<file path="config.mk">
export PLATFORM = sky130hd
export DESIGN_NAME = decode_stage_flat
export DESIGN_NICKNAME = d
export VERILOG_FILES = /design/src/rtl/rv32_dec_pkg.sv /design/src/rtl/decode_stage_if.sv /design/src/rtl/decode_stage_imm_gen.sv /design/src/rtl/decode_stage.sv /design/src/flat_wrapper.sv
export SDC_FILE = /design/constraint.sdc
export NUM_CORES = 1
export LEC_CHECK = 0
export CORE_MARGIN = 4
export CORE_UTILIZATION = 39
export DETAILED_ROUTE_END_ITERATION = 8
export PLACE_DENSITY = 0.76
export SYNTH_ARGS = -nofsm -noshare
export SYNTH_HDL_FRONTEND = slang
export SYNTH_SLANG_ARGS = --single-unit
export TNS_END_PERCENT = 5
</file>
<file path="constraint.sdc">
create_clock -name clk -period 2.4 [get_ports clk]
set_clock_uncertainty 0.15 [all_clocks]
set_input_delay 0.48 -clock clk [delete_from_list [all_inputs] [get_ports clk]]
set_output_delay 0.48 -clock clk [all_outputs]
set_load 0.02 [all_outputs]
</file>
<file path="src/rtl/rv32_dec_pkg.sv">
// rv32_dec_pkg: shared RV32I decode encodings (opcodes, class bits, ImmSel, ALUOp) and the decoded bundle
package rv32_dec_pkg;
  localparam logic [4:0] OP_LOAD   = 5'b00000;
  localparam logic [4:0] OP_FENCE  = 5'b00011;
  localparam logic [4:0] OP_IMM    = 5'b00100;
  localparam logic [4:0] OP_AUIPC  = 5'b00101;
  localparam logic [4:0] OP_STORE  = 5'b01000;
  localparam logic [4:0] OP_OP     = 5'b01100;
  localparam logic [4:0] OP_LUI    = 5'b01101;
  localparam logic [4:0] OP_BRANCH = 5'b11000;
  localparam logic [4:0] OP_JALR   = 5'b11001;
  localparam logic [4:0] OP_JAL    = 5'b11011;
  localparam logic [4:0] OP_SYSTEM = 5'b11100;
  localparam int C_R     = 0;
  localparam int C_IL    = 1;
  localparam int C_IC    = 2;
  localparam int C_JALR  = 3;
  localparam int C_S     = 4;
  localparam int C_B     = 5;
  localparam int C_LUI   = 6;
  localparam int C_AUIPC = 7;
  localparam int C_JAL   = 8;
  typedef enum logic [2:0] {IMM_I, IMM_S, IMM_B, IMM_U, IMM_J} imm_sel_e;
  typedef enum logic [1:0] {ALU_ADD, ALU_R, ALU_PASSB, ALU_I} alu_op_e;
  typedef struct packed {
    logic [8:0]  cls;
    imm_sel_e    sel;
    alu_op_e     alu;
    logic        is_mul;
    logic        is_sys;
    logic [4:0]  rd;
    logic [4:0]  rs1;
    logic [4:0]  rs2;
    logic [2:0]  funct3;
    logic [31:0] imm;
    logic        illegal;
  } dec_t;
endpackage

</file>
<file path="src/rtl/decode_stage_if.sv">
// decode_stage_if: upstream valid/ready instruction channel and downstream decoded-bundle channel
interface decode_stage_if #(parameter int PC_W = 32, parameter int CNT_W = 16);
  logic            in_valid, in_ready, flush;
  logic [31:0]     in_instr;
  logic [PC_W-1:0] in_pc;
  logic            out_valid, out_ready;
  logic [8:0]      out_class;
  logic [2:0]      out_imm_sel, out_funct3;
  logic [1:0]      out_alu_op;
  logic            out_is_mul, out_is_sys, out_illegal;
  logic [4:0]      out_rd, out_rs1, out_rs2;
  logic [31:0]     out_imm;
  logic [PC_W-1:0] out_pc;
  logic [CNT_W-1:0] illegal_cnt;
  modport master(output in_valid, in_instr, in_pc, flush, out_ready,
                 input in_ready, out_valid, out_class, out_imm_sel, out_alu_op, out_is_mul, out_is_sys,
                 out_rd, out_rs1, out_rs2, out_funct3, out_imm, out_pc, out_illegal, illegal_cnt);
  modport slave(input in_valid, in_instr, in_pc, flush, out_ready,
                output in_ready, out_valid, out_class, out_imm_sel, out_alu_op, out_is_mul, out_is_sys,
                out_rd, out_rs1, out_rs2, out_funct3, out_imm, out_pc, out_illegal, illegal_cnt);
endinterface

</file>
<file path="src/rtl/decode_stage_imm_gen.sv">
// imm_gen: sign-extended RV32I immediate for the selected format
module imm_gen
  import rv32_dec_pkg::*;
(
  input  logic [31:7] ins,
  input  imm_sel_e    sel,
  output logic [31:0] imm
);
  // pick the bit scatter of the selected format
  always_comb
    imm = sel == IMM_I ? {{20{ins[31]}}, ins[31:20]} :
          sel == IMM_S ? {{20{ins[31]}}, ins[31:25], ins[11:7]} :
          sel == IMM_B ? {{19{ins[31]}}, ins[31], ins[7], ins[30:25], ins[11:8], 1'b0} :
          sel == IMM_U ? {ins[31:12], 12'b0} :
          sel == IMM_J ? {{11{ins[31]}}, ins[31], ins[19:12], ins[20], ins[30:21], 1'b0} : '0;
endmodule

</file>
<file path="src/rtl/decode_stage.sv">
// decode_stage: registered RV32I decode with valid/ready handshake, flush and saturating illegal counter
module decode_stage
  import rv32_dec_pkg::*;
#(
  parameter int PC_W   = 32,
  parameter bit EN_M   = 1'b0,
  parameter bit EN_SYS = 1'b0,
  parameter int CNT_W  = 16
) (
  input logic clk,
  input logic rst,
  decode_stage_if.slave bus
);
  logic [4:0]       op;
  logic [2:0]       f3;
  logic [6:0]       f7;
  logic [8:0]       cls;
  logic             sys, bad, v;
  imm_sel_e         sel;
  alu_op_e          alu;
  logic [31:0]      imm_raw;
  dec_t             d, q;
  logic [PC_W-1:0]  pc_q;
  logic [CNT_W-1:0] cnt;
  assign op = bus.in_instr[6:2];
  assign f3 = bus.in_instr[14:12];
  assign f7 = bus.in_instr[31:25];
  imm_gen u_imm (.ins(bus.in_instr[31:7]), .sel(sel), .imm(imm_raw));
  // class, codes and legality of the incoming word; illegal words collapse to an all-zero control bundle
  always_comb begin
    cls = '0;
    cls[C_R]     = op == OP_OP;
    cls[C_IL]    = op == OP_LOAD;
    cls[C_IC]    = op == OP_IMM;
    cls[C_JALR]  = op == OP_JALR;
    cls[C_S]     = op == OP_STORE;
    cls[C_B]     = op == OP_BRANCH;
    cls[C_LUI]   = op == OP_LUI;
    cls[C_AUIPC] = op == OP_AUIPC;
    cls[C_JAL]   = op == OP_JAL;
    sys = EN_SYS && (op == OP_FENCE || op == OP_SYSTEM);
    bad = bus.in_instr[1:0] != 2'b11 || !(|cls || sys)
       || (cls[C_JALR] && f3 != 3'd0)
       || (cls[C_B] && f3[2:1] == 2'b01)
       || (cls[C_IL] && (f3 == 3'd3 || f3[2:1] == 2'b11))
       || (cls[C_S] && f3 > 3'd2)
       || (cls[C_R] && !(f7 == 7'b0000000 || (f7 == 7'b0100000 && (f3 == 3'd0 || f3 == 3'd5))
                         || (f7 == 7'b0000001 && EN_M)))
       || (cls[C_IC] && f3[1:0] == 2'b01 && !(f7 == 7'b0000000 || (f7 == 7'b0100000 && f3[2])));
    sel = cls[C_S] ? IMM_S : cls[C_B] ? IMM_B : (cls[C_LUI] || cls[C_AUIPC]) ? IMM_U : cls[C_JAL] ? IMM_J : IMM_I;
    alu = cls[C_R] ? ALU_R : cls[C_IC] ? ALU_I : cls[C_LUI] ? ALU_PASSB : ALU_ADD;
    d.cls     = bad ? '0 : cls;
    d.sel     = bad ? IMM_I : sel;
    d.alu     = bad ? ALU_ADD : alu;
    d.is_mul  = !bad && cls[C_R] && f7 == 7'b0000001;
    d.is_sys  = !bad && sys;
    d.rd      = bus.in_instr[11:7];
    d.rs1     = bus.in_instr[19:15];
    d.rs2     = bus.in_instr[24:20];
    d.funct3  = f3;
    d.imm     = (bad || cls[C_R]) ? '0 : imm_raw;
    d.illegal = bad;
  end
  assign bus.in_ready = !bus.flush && (!v || bus.out_ready);
  // output register: reset beats flush, flush beats accept, accept beats drain
  always_ff @(posedge clk) begin
    if (rst) begin
      v    <= 1'b0;
      q    <= '0;
      pc_q <= '0;
    end else if (bus.flush) begin
      v <= 1'b0;
    end else if (bus.in_valid && bus.in_ready) begin
      v    <= 1'b1;
      q    <= d;
      pc_q <= bus.in_pc;
    end else if (bus.out_ready) begin
      v <= 1'b0;
    end
  end
  // count illegal bundles actually taken downstream, saturating at all-ones
  always_ff @(posedge clk) begin
    if (rst) cnt <= '0;
    else if (v && bus.out_ready && !bus.flush && q.illegal && !(&cnt)) cnt <= cnt + 1'b1;
  end
  assign bus.out_valid   = v;
  assign bus.out_class   = q.cls;
  assign bus.out_imm_sel = q.sel;
  assign bus.out_alu_op  = q.alu;
  assign bus.out_is_mul  = q.is_mul;
  assign bus.out_is_sys  = q.is_sys;
  assign bus.out_rd      = q.rd;
  assign bus.out_rs1     = q.rs1;
  assign bus.out_rs2     = q.rs2;
  assign bus.out_funct3  = q.funct3;
  assign bus.out_imm     = q.imm;
  assign bus.out_pc      = pc_q;
  assign bus.out_illegal = q.illegal;
  assign bus.illegal_cnt = cnt;
endmodule

</file>
<file path="src/flat_wrapper.sv">
// flat-port wrapper written by rule: the top's interface ports become plain ports
module decode_stage_flat import rv32_dec_pkg::*;
#(
  parameter int PC_W   = 32,
  parameter bit EN_M   = 1'b0,
  parameter bit EN_SYS = 1'b0,
  parameter int CNT_W  = 16
)
  (clk, rst, bus_in_valid, bus_in_instr, bus_in_pc, bus_flush, bus_out_ready, bus_in_ready, bus_out_valid, bus_out_class, bus_out_imm_sel, bus_out_alu_op, bus_out_is_mul, bus_out_is_sys, bus_out_rd, bus_out_rs1, bus_out_rs2, bus_out_funct3, bus_out_imm, bus_out_pc, bus_out_illegal, bus_illegal_cnt);
  decode_stage_if #(.PC_W(PC_W), .CNT_W(CNT_W)) bus_i ();
  input logic clk;
  input logic rst;
  input wire logic [$bits(bus_i.in_valid)-1:0] bus_in_valid;
  input wire logic [$bits(bus_i.in_instr)-1:0] bus_in_instr;
  input wire logic [$bits(bus_i.in_pc)-1:0] bus_in_pc;
  input wire logic [$bits(bus_i.flush)-1:0] bus_flush;
  input wire logic [$bits(bus_i.out_ready)-1:0] bus_out_ready;
  output wire logic [$bits(bus_i.in_ready)-1:0] bus_in_ready;
  output wire logic [$bits(bus_i.out_valid)-1:0] bus_out_valid;
  output wire logic [$bits(bus_i.out_class)-1:0] bus_out_class;
  output wire logic [$bits(bus_i.out_imm_sel)-1:0] bus_out_imm_sel;
  output wire logic [$bits(bus_i.out_alu_op)-1:0] bus_out_alu_op;
  output wire logic [$bits(bus_i.out_is_mul)-1:0] bus_out_is_mul;
  output wire logic [$bits(bus_i.out_is_sys)-1:0] bus_out_is_sys;
  output wire logic [$bits(bus_i.out_rd)-1:0] bus_out_rd;
  output wire logic [$bits(bus_i.out_rs1)-1:0] bus_out_rs1;
  output wire logic [$bits(bus_i.out_rs2)-1:0] bus_out_rs2;
  output wire logic [$bits(bus_i.out_funct3)-1:0] bus_out_funct3;
  output wire logic [$bits(bus_i.out_imm)-1:0] bus_out_imm;
  output wire logic [$bits(bus_i.out_pc)-1:0] bus_out_pc;
  output wire logic [$bits(bus_i.out_illegal)-1:0] bus_out_illegal;
  output wire logic [$bits(bus_i.illegal_cnt)-1:0] bus_illegal_cnt;
  assign bus_i.in_valid = bus_in_valid;
  assign bus_i.in_instr = bus_in_instr;
  assign bus_i.in_pc = bus_in_pc;
  assign bus_i.flush = bus_flush;
  assign bus_i.out_ready = bus_out_ready;
  assign bus_in_ready = bus_i.in_ready;
  assign bus_out_valid = bus_i.out_valid;
  assign bus_out_class = bus_i.out_class;
  assign bus_out_imm_sel = bus_i.out_imm_sel;
  assign bus_out_alu_op = bus_i.out_alu_op;
  assign bus_out_is_mul = bus_i.out_is_mul;
  assign bus_out_is_sys = bus_i.out_is_sys;
  assign bus_out_rd = bus_i.out_rd;
  assign bus_out_rs1 = bus_i.out_rs1;
  assign bus_out_rs2 = bus_i.out_rs2;
  assign bus_out_funct3 = bus_i.out_funct3;
  assign bus_out_imm = bus_i.out_imm;
  assign bus_out_pc = bus_i.out_pc;
  assign bus_out_illegal = bus_i.out_illegal;
  assign bus_illegal_cnt = bus_i.illegal_cnt;
  decode_stage #(.PC_W(PC_W), .EN_M(EN_M), .EN_SYS(EN_SYS), .CNT_W(CNT_W)) u_core (.clk(clk), .rst(rst), .bus(bus_i));
endmodule
</file>
# Word-level counts from Yosys, hierarchy flattened
# Cells that the tools add are included.
word_totals:
  reg_bits: 115
  input_bits: 69
  output_inout_bits: 117
  elab_cells: 102
op_classes:
  addsub: 1
  n_lt_le_gt_ge: 1
  eq_ne: 20
  n_mux: 18
  bitwise: 1
  reduce_logical: 48
op_table:
  columns: ["operator", "count"]
  rows:
  - ["two-way mux 32 bit", 6]
  - ["logical AND 1 bit", 17]
  - ["adder 16 x 1 -> 16 bit (second input constant)", 1]
  - ["AND reduction 16 bit", 1]
  - ["== test 5 x 4 -> 1 bit (second input constant)", 3]
  - ["== test 5 bit (second input constant)", 3]
  - ["two-way mux 3 bit", 5]
  - ["logical OR 1 bit", 14]
  - ["== test 5 x 3 -> 1 bit (second input constant)", 2]
  - ["== test 3 x 2 -> 1 bit (second input constant)", 3]
  - ["two-way mux 9 bit", 1]
  - ["OR reduction 9 bit", 1]
  - ["two-way mux 2 bit", 4]
  - ["== test 7 x 1 -> 1 bit (second input constant)", 1]
  - ["== test 7 x 6 -> 1 bit (second input constant)", 1]
  - ["logical NOT 1 bit", 7]
  - ["logical NOT 7 bit", 1]
  - ["== test 3 bit (second input constant)", 2]
  - ["logical NOT 3 bit", 2]
  - ["logical NOT 5 bit", 1]
  - ["== test 2 x 1 -> 1 bit (second input constant)", 2]
  - ["== test 3 x 1 -> 1 bit (second input constant)", 1]
  - ["> comparator 3 x 2 -> 1 bit (second input constant)", 1]
  - ["nonzero test 3 bit", 1]
  - ["7 further kinds", 8]

# Logic depth before layout (Yosys ltp)
# Gate-level depths: netlist of run 1.
logic_depth:
  word_depth: 13
  mapped_depth: 7
  mapped_depth_nobuf: 6

# Modules after synthesis
# Synthesis of run 1 repeated with hierarchy kept, for this count alone.
unflattened:
  hier_cells: 564
  area_unflattened_um2: 4789.6
modules_own_cells:
  columns: ["module", "n_inst", "cells_per_inst", "area_per_inst_um2", "seq_area_each_um2"]
  rows:
  - ["decode_stage", 1, 480, 4316.6, 2302.2]
  - ["imm_gen", 1, 84, 473.0, 0.0]

# Worst setup path after synthesis of run 1
# OpenSTA, ideal clock, no wires.
synth_timing:
  kind: "input to register"
  start: "input bus_in_instr[4]"
  end: "register u_core.q, in the netlist u_core.bus.out_imm[11]"
  setup_ns: 0.122
  t_arrival_ns: 1.775
  required_ns: 2.128
  setup_slack_ns: 0.354
  cell_stages: 7
  path_buffers: 2
  path_cell_list: "buf_6 or4b_4 nor4b_4 a221oi_2 nand3_2 buf_2 o31ai_1"
synth_via:
  elab_chain_len: 12
  elab_cells_between_ends: 42
  classes_between: "12 x eq/ne; 10 x mux; 20 x reduce/logical"
synth_rtl:
  columns: ["item", "line_no", "text"]
  rows:
  - ["start: declaration", "flat_wrapper.sv:14", "input wire logic [$bits(bus_i.in_instr)-1:0] bus_in_instr;"]
  - ["== test 5 bit (tied with other cells)", "decode_stage.sv:40", "cls[C_JAL] = op == OP_JAL;"]
  - ["two-way mux 3 bit (tied with other cells)", "decode_stage.sv:50", "sel = cls[C_S] ? IMM_S : cls[C_B] ? IMM_B : (cls[C_LUI] || cls[C_AUIPC]) ? IMM_U : cls[C_JAL] ? IMM_J : IMM_I;"]
  - ["two-way mux 3 bit / logical NOT 1 bit (equally long branches)", "decode_stage.sv:50, decode_stage.sv:42", null]
  - ["two-way mux 3 bit / logical OR 1 bit (equally long branches)", "decode_stage.sv:50, decode_stage.sv:42", null]
  - ["two-way mux 3 bit / logical OR 1 bit (equally long branches)", "decode_stage.sv:50, decode_stage.sv:43", null]
  - ["== test 3 bit / logical OR 1 bit (equally long branches)", "decode_stage_imm_gen.sv:15, decode_stage.sv:44", null]
  - ["two-way mux 32 bit / logical OR 1 bit (equally long branches)", "decode_stage_imm_gen.sv:15, decode_stage.sv:45", null]
  - ["two-way mux 32 bit / logical OR 1 bit (equally long branches)", "decode_stage_imm_gen.sv:14, decode_stage.sv:46", null]
  - ["two-way mux 32 bit / logical OR 1 bit (equally long branches)", "decode_stage_imm_gen.sv:13, decode_stage.sv:47", null]
  - ["two-way mux 32 bit / logical OR 1 bit (equally long branches)", "decode_stage_imm_gen.sv:12, decode_stage.sv:49", null]
  - ["two-way mux 32 bit / logical OR 1 bit (equally long branches)", "decode_stage_imm_gen.sv:11, decode_stage.sv:61", null]
  - ["two-way mux 32 bit *", "decode_stage.sv:61", "d.imm = (bad || cls[C_R]) ? '0 : imm_raw;"]
  - ["end signal: assignment", "decode_stage.sv:69", "q <= '0;"]
  - ["end signal: assignment", "decode_stage.sv:75", "q <= d;"]
  - ["end: declaration", "decode_stage.sv:22", "dec_t d, q;"]
# Mark *: on every way between the ends. The rest lies on a longest branch, timed or not.
# A chain may end at the register's enable or synchronous reset.

# Worst setup path in the final report of run 1
layout_timing:
  start: "input bus_in_instr[14]"
  end: "register u_core.q, in the netlist u_core.bus.out_class[6]"
layout_via:
  elab_chain_len: 9
  elab_cells_between_ends: 28
  classes_between: "1 x order compare; 4 x eq/ne; 1 x mux; 22 x reduce/logical"
layout_rtl:
  columns: ["item", "line_no", "text"]
  rows:
  - ["== test 3 bit (tied with other cells)", "decode_stage.sv:47", "|| (cls[C_R] && !(f7 == 7'b0000000 || (f7 == 7'b0100000 && (f3 == 3'd0 || f3 == 3'd5))"]
  - ["logical OR 1 bit / logical AND 1 bit (equally long branches)", "decode_stage.sv:47, decode_stage.sv:43", null]
  - ["logical AND 1 bit / logical OR 1 bit (equally long branches)", "decode_stage.sv:47, decode_stage.sv:43", null]
  - ["logical OR 1 bit (on tied branches)", "decode_stage.sv:47, decode_stage.sv:44", null]
  - ["logical NOT 1 bit / logical OR 1 bit (equally long branches)", "decode_stage.sv:47, decode_stage.sv:45", null]
  - ["logical AND 1 bit / logical OR 1 bit (equally long branches)", "decode_stage.sv:47, decode_stage.sv:46", null]
  - ["logical OR 1 bit", "decode_stage.sv:47", null]
  - ["logical OR 1 bit *", "decode_stage.sv:49", "|| (cls[C_IC] && f3[1:0] == 2'b01 && !(f7 == 7'b0000000 || (f7 == 7'b0100000 && f3[2])));"]
  - ["two-way mux 9 bit *", "decode_stage.sv:52", "d.cls = bad ? '0 : cls;"]
# Marked as above.

==> impl_metrics.json, run 1 <==
{
  "status": "complete, no violations",
  "areaGrowthSynthToFinish_pct": 61.75,
  "synth.largest_area_cell": "dfxtp_1",
  "dr.pass1.iters": 5,
  "avgSynthCellArea_um2": 8.243,
  "num-fill-cells": 991,
  "rsz0062_at_grt": "no",
  "muxShareOfSynthArea": 0.004224,
  "setup_viol": 0,
  "gp_congestion": 0.8455,
  "ys_async_sr_fraction": 0,
  "peakVddDrop_uv": 419.7,
  "endpoint_kind": "register",
  "viasPerCell": 5.213,
  "crit_type": "input pin to register",
  "detail_route.wirelength_um": 15270,
  "finalHoldViolCount": 0,
  "synth_cell_types": 49,
  "io_pins": 186,
  "synth_top_family_by_area": "simple AND/OR/NAND/NOR gates",
  "drc": 0,
  "core_area_mm2": 0.01196,
  "io_buffer_count": 184,
  "met2_wirelength_um": 7513,
  "cts_tree": "built",
  "detail-route-antenna-nets": 0,
  "drv_cap": 0,
  "synth.area.top_cells": "dfxtp_1 49%, nand2_1 13%, a21oi_1 6.7%, o31ai_1 5.5%, xnor2_1 2.6%",
  "drv_slew": 0,
  "p_per_area_mw_per_mm2": 697.2,
  "synth_fa_ha_area_frac": 0.002640,
  "grt_pass1_wl_um": 24870,
  "fp.dieH_um": 118.2,
  "final_nets": 861,
  "path_max_fanout": 13,
  "fin_crit_ns": 2.273,
  "drtIter0Drc": 374,
  "clock_sinks": 115,
  "met1Wirelength_um": 6282,
  "max-slew-margin-rel": 0.6565,
  "clock-root-buffer": "clkbuf_16",
  "ctsHtreeMaxLevel": 4,
  "grt_max_degree": 52,
  "drive_above_1_share": 0.1245,
  "yosys.area_share.simple": 0.2350,
  "clk_pin_slew_ns": 0.05,
  "worst_setup_path_start_kind": "input pin",
  "start_util": 0.3962,
  "antenna_cells": 0,
  "leakage_nw": 2.804,
  "min_path_type": "register to register",
  "period_share": 0.9470,
  "grt.total_usage": 0.2198,
  "place_inst": 919,
  "ctsLongestPathBuffers": 2,
  "instances_no_fill": 950,
  "dp_hpwl_um": 11190,
  "antenna_found_initial": 0,
  "cts_made_buffers": 17,
  "synth-seq-area-share": 0.4857,
  "die_area_mm2": 0.01398,
  "multi_input_area_mm2": 0.002197,
  "r2r_slack_ns": 0.39,
  "core.rowCount": 40,
  "synth_compound_area_frac": 0.1885,
  "grt_overflow": 0,
  "netlist.area_leader.share": 0.4857,
  "worst_skew_pair.late_latency_ns": 0.42,
  "hold-worst-slack_ns": 0.2989,
  "fin_util": 0.6409,
  "synth-seq-cells": 115,
  "wl_met3_um": 1104,
  "wire_per_inst_um": 16.08,
  "ys.flop_type": "dfxtp_1",
  "yosys_warnings": 0,
  "synth.net_count": 645,
  "die_x_um": 118.2,
  "tightestPinTransition_ns": 0.5106,
  "highest_layer": "met4",
  "grt_pass1_vias": 4980,
  "synthXorXnorAreaFrac": 0.02772,
  "synth_edf_count": 0,
  "critical_path_arrival_ns": 2.44,
  "required_ns": 2.57,
  "num_vias": 4952,
  "layout_commonest_cell": "clkdlybuf4s50_1",
  "layout_common_cells": "182 x clkdlybuf4s50_1, 158 x nand2_1, 115 x dfxtp_1, 63 x a21oi_1, 51 x buf_4",
  "seq_area_mm2": 0.002302,
  "fmax_mhz": 440.0,
  "syn_inst": 575,
  "synth_area_mm2": 0.004740
}
path summary, 6_finish.rpt:
path	to	start	depth (start not counted)
worst min register to register	u_core.bus.out_class[5]	u_core.bus.out_class[5]	2
worst max register to register	u_core.bus.illegal_cnt[14]	u_core.bus.illegal_cnt[0]	6
worst max-delay path	u_core.bus.out_class[6]	bus_in_instr[14]	7
worst min-delay path	u_core.bus.out_class[5]	u_core.bus.out_class[5]	2
power by group:
group | leakage (nW) | internal, mW | switching [mW]
sequential | 0.932 | 1.96 | 0.0247
clock | 0.318 | 1.94 | 0.863
combinational | 1.55 | 0.273 | 0.288
what timing repair did:
item / 4_1_cts / 5_1_grt
setup endpoints to repair: 1 / 2
buffers inserted: 0 / 0
hold buffers: 0 / 0
resized for setup: 1 / 1
per-layer routing:
| layer | track usage | vias up |
|---|---|---|
| met5 | 0 | - |
| li1 | - | 2417 |
| met4 | 0.09451 | 0 |
| met3 | 0.07656 | 33 |
| met2 | 0.3712 | 183 |
| met1 | 0.2516 | 2319 |
flip-flops by register name, summed over array words and instances (netlist names):
signal                  flops
u_core.bus.illegal_cnt     16
u_core.bus.out_alu_op       2
u_core.bus.out_class        9
u_core.bus.out_funct3       3
u_core.bus.out_illegal      1
u_core.bus.out_imm         32
u_core.bus.out_imm_sel      3
u_core.bus.out_is_mul       1
u_core.bus.out_pc          32
u_core.bus.out_rd           5
u_core.bus.out_rs1          5
u_core.bus.out_rs2          5
u_core.bus.out_valid        1
kinds of logic after synthesis:
| logic type | after synthesis |
|---|---|
| adders and majority gates | 1 |
| DFF | 115 |
| muxes | 2 |
| buffers and inverters | 53 |
| other | 1 |
| and+or+nand+nor | 243 |
| xor gates and xnor gates | 15 |
| AOI/OAI and AO/OA | 145 |
synth_stat cells, types with 7 or more instances:
library cell  count
o21ai_0          22
nand3_1          15
inv_1            12
xnor2_1          14
o31ai_1          35
a21oi_1          63
nor3_1            7
nand2_1         158
clkbuf_1         25
a211oi_1          7
dfxtp_1         115
nor2_1           26
per-stage QoR:
| step | setup TNS, ns | setup slack (ns) | cell area [um^2] | power [mW] |
|---|---|---|---|---|
| 4_1_cts | 0 | 0.1364 | 7657 | 5.383 |
| 3_3_place_gp | -6.386 | -0.1811 | 6999 | 2.563 |
| 5_1_grt | 0 | 0.02333 | 7666 | 5.529 |
| 2_1_floorplan | 0 | 0.3539 | 4740 | 2.260 |
| 3_5_place_dp | -8.126 | -0.2709 | 6999 | 2.575 |
| 6_report | 0 | 0.1271 | 7666 | 5.345 |
critical path, cell delays in order:
cell             delay [ns]
clkdlybuf4s50_1        0.57
o21ai_0                0.25
nand2_1                0.09
a221oi_2               0.36
nand4_2                0.20
buf_12                 0.20
o31ai_1                0.27
layout make-up:
class | instances | area share
inverter | 12 | 0.005876
multi-input combinational | 407 | 0.2866
timing repair buffer | 238 | 0.2972
clock buffer | 22 | 0.06316
tap | 147 | 0.02399
clock inverter | 9 | 0.02285
sequential | 115 | 0.3003
No activity file was read; power rests on OpenSTA's default activity.
==> run 2: changes to the inputs <==
Settings changed: PLACE_DENSITY 0.76 to 0.82.
==> run 2 against run 1 <==
Critical endpoint is now u_core.bus.out_imm_sel[2]. Count of clock-buffer cells in the layout rose by 4. Largest cell class unchanged. Sequential share of layout area is 0.49 points higher. Wire length increased by 0.35%. Total power shrank 8.5%. Clock power decreased by 16%.
==> impl_metrics.json, run 2 (synthesized netlist as in run 1, its figures left out) <==
{
  "grt.total_usage": 0.2144,
  "min_from": "u_core.bus.out_rs2[4]",
  "wire_per_inst_um": 16.24,
  "fp.dieH_um": 118.2,
  "num_vias": 4902,
  "die_x_um": 118.2,
  "drc": 0,
  "p_per_area_mw_per_mm2": 648.3,
  "finalHoldViolCount": 0,
  "core.rowCount": 40,
  "ctsHtreeMaxLevel": 4,
  "start_util": 0.3962,
  "path_max_fanout": 6,
  "grt_max_degree": 52,
  "ctsLongestPathBuffers": 2,
  "io_pins": 186,
  "dr.pass1.iters": 5,
  "layout_common_cells": "182 x clkdlybuf4s50_1, 158 x nand2_1, 115 x dfxtp_1, 63 x a21oi_1, 46 x buf_4",
  "peakVddDrop_uv": 380.5,
  "drive_above_1_share": 0.1167,
  "gp_congestion": 0.8389,
  "status": "complete, no violations",
  "holdPathEnd": "u_core.bus.out_rs2[4]",
  "detail-route-antenna-nets": 0,
  "min_path_cells": 2,
  "detail_route.wirelength_um": 15330,
  "hold-worst-slack_ns": 0.3030,
  "drv_cap": 0,
  "viasPerCell": 5.193,
  "fin_crit_ns": 2.359,
  "endpoint_kind": "register",
  "die_area_mm2": 0.01398,
  "dp_hpwl_um": 11280,
  "critical_path_arrival_ns": 2.51,
  "num-fill-cells": 996,
  "max-slew-margin-rel": 0.6470,
  "power_mw": 4.890,
  "antenna_found_initial": 0,
  "r2r_slack_ns": 0.36,
  "clock_sinks": 115,
  "setup_viol": 0,
  "rsz0062_at_grt": "yes",
  "clock-root-buffer": "clkbuf_16",
  "cts_made_buffers": 17,
  "drv_slew": 0,
  "r2r-end": "u_core.bus.illegal_cnt[0]",
  "antenna_cells": 0,
  "worst_setup_path_start_kind": "input pin",
  "grt_overflow": 0,
  "areaGrowthSynthToFinish_pct": 59.13,
  "grt_pass1_vias": 4843,
  "hold_buffers": 0,
  "fmax_mhz": 423.8,
  "period_share": 0.9831,
  "crit_type": "input pin to register",
  "io_buffer_count": 184,
  "cts_tree": "built",
  "min_path_type": "register to register",
  "core_area_mm2": 0.01196,
  "tightestPinTransition_ns": 0.5247,
  "final_nets": 856,
  "layout_commonest_cell": "clkdlybuf4s50_1",
  "worst_skew_pair.late_latency_ns": 0.40,
  "grt_pass1_wl_um": 24410,
  "drtIter0Drc": 321,
  "r2r_start": "u_core.bus.illegal_cnt[6]",
  "required_ns": 2.55,
  "leakage_nw": 2.742,
  "clk_pin_slew_ns": 0.05,
  "worstRegToRegCells": 6
}
## run 2: layout make-up
class | instances | area, um^2 | share of cell area
Sequential cell | 115 | 2302 | 0.3052
Timing Repair Buffer | 233 | 2245 | 0.2976
Inverter | 12 | 45.04 | 0.005972
Multi-Input combinational cell | 407 | 2210 | 0.2930
Clock buffer | 26 | 509.2 | 0.06752
Tap cell | 147 | 183.9 | 0.02439
Clock inverter | 4 | 47.55 | 0.006304
## run 2: how the worst max path moves through the flow
stage,end,cells after the start,start
floorplan,u_core.bus.out_imm[11],7,bus_in_instr[4]
global placement,u_core.bus.out_class[3],7,bus_in_instr[26]
detailed placement,u_core.bus.out_alu_op[1],7,bus_in_instr[25]
CTS,bus_in_ready,4,bus_out_ready
global route,u_core.bus.out_alu_op[1],7,bus_in_instr[26]
finish,u_core.bus.out_imm_sel[2],7,bus_in_instr[26]
## run 2: metrics by stage
stage	cell area (um^2)	TNS (ns)	util	worst slack (ns)	std cells
floorplan	4740	0	-	0.3539	575
global placement	6947	-7.254	0.5808	-0.2212	912
CTS	7503	0	0.6273	0.02728	942
global route	7542	-0.8696	0.6305	-0.1090	944
detailed placement	6947	-11.22	0.5808	-0.3340	912
finish	7542	0	0.6305	0.04051	944
## run 2: power by group
| group | total, mW | switching, mW | internal (mW) |
|---|---|---|---|
| registers | 1.98 | 0.0243 | 1.96 |
| logic | 0.554 | 0.287 | 0.268 |
| clock network | 2.35 | 0.808 | 1.55 |
| total | 4.89 | 1.12 | 3.77 |
## run 2: per-layer routing
layer,vias up,GRT usage,routed length (um),part of all wire
met1,2286,0.2598,6452,0.42
met5,-,0,0,0
met3,28,0.06268,1012,0.066
li1,2406,-,-,-
met2,182,0.3541,7502,0.49
met4,0,0.09158,358,0.023
## run 2: worst max-delay path: stages
cell and delay (ns):
clkdlybuf4s50_1 0.48, nor4_4 0.34, nand3_1 0.13, a221oi_2 0.34, nand4_2 0.28, buf_4 0.23
o31ai_1 0.23
## run 2: repair_timing
action / CTS / global route
setup endpoints to repair: 0 / 37
gates resized for setup: 0 / 4
hold endpoints to repair: 0 / 0
setup buffers: 0 / 2
==> run 3: changes to the inputs <==
Settings changed: SLEW_MARGIN set to 30.
==> results of run 3 <==
Final layout, timing and power as in run 2 (identical DEF).
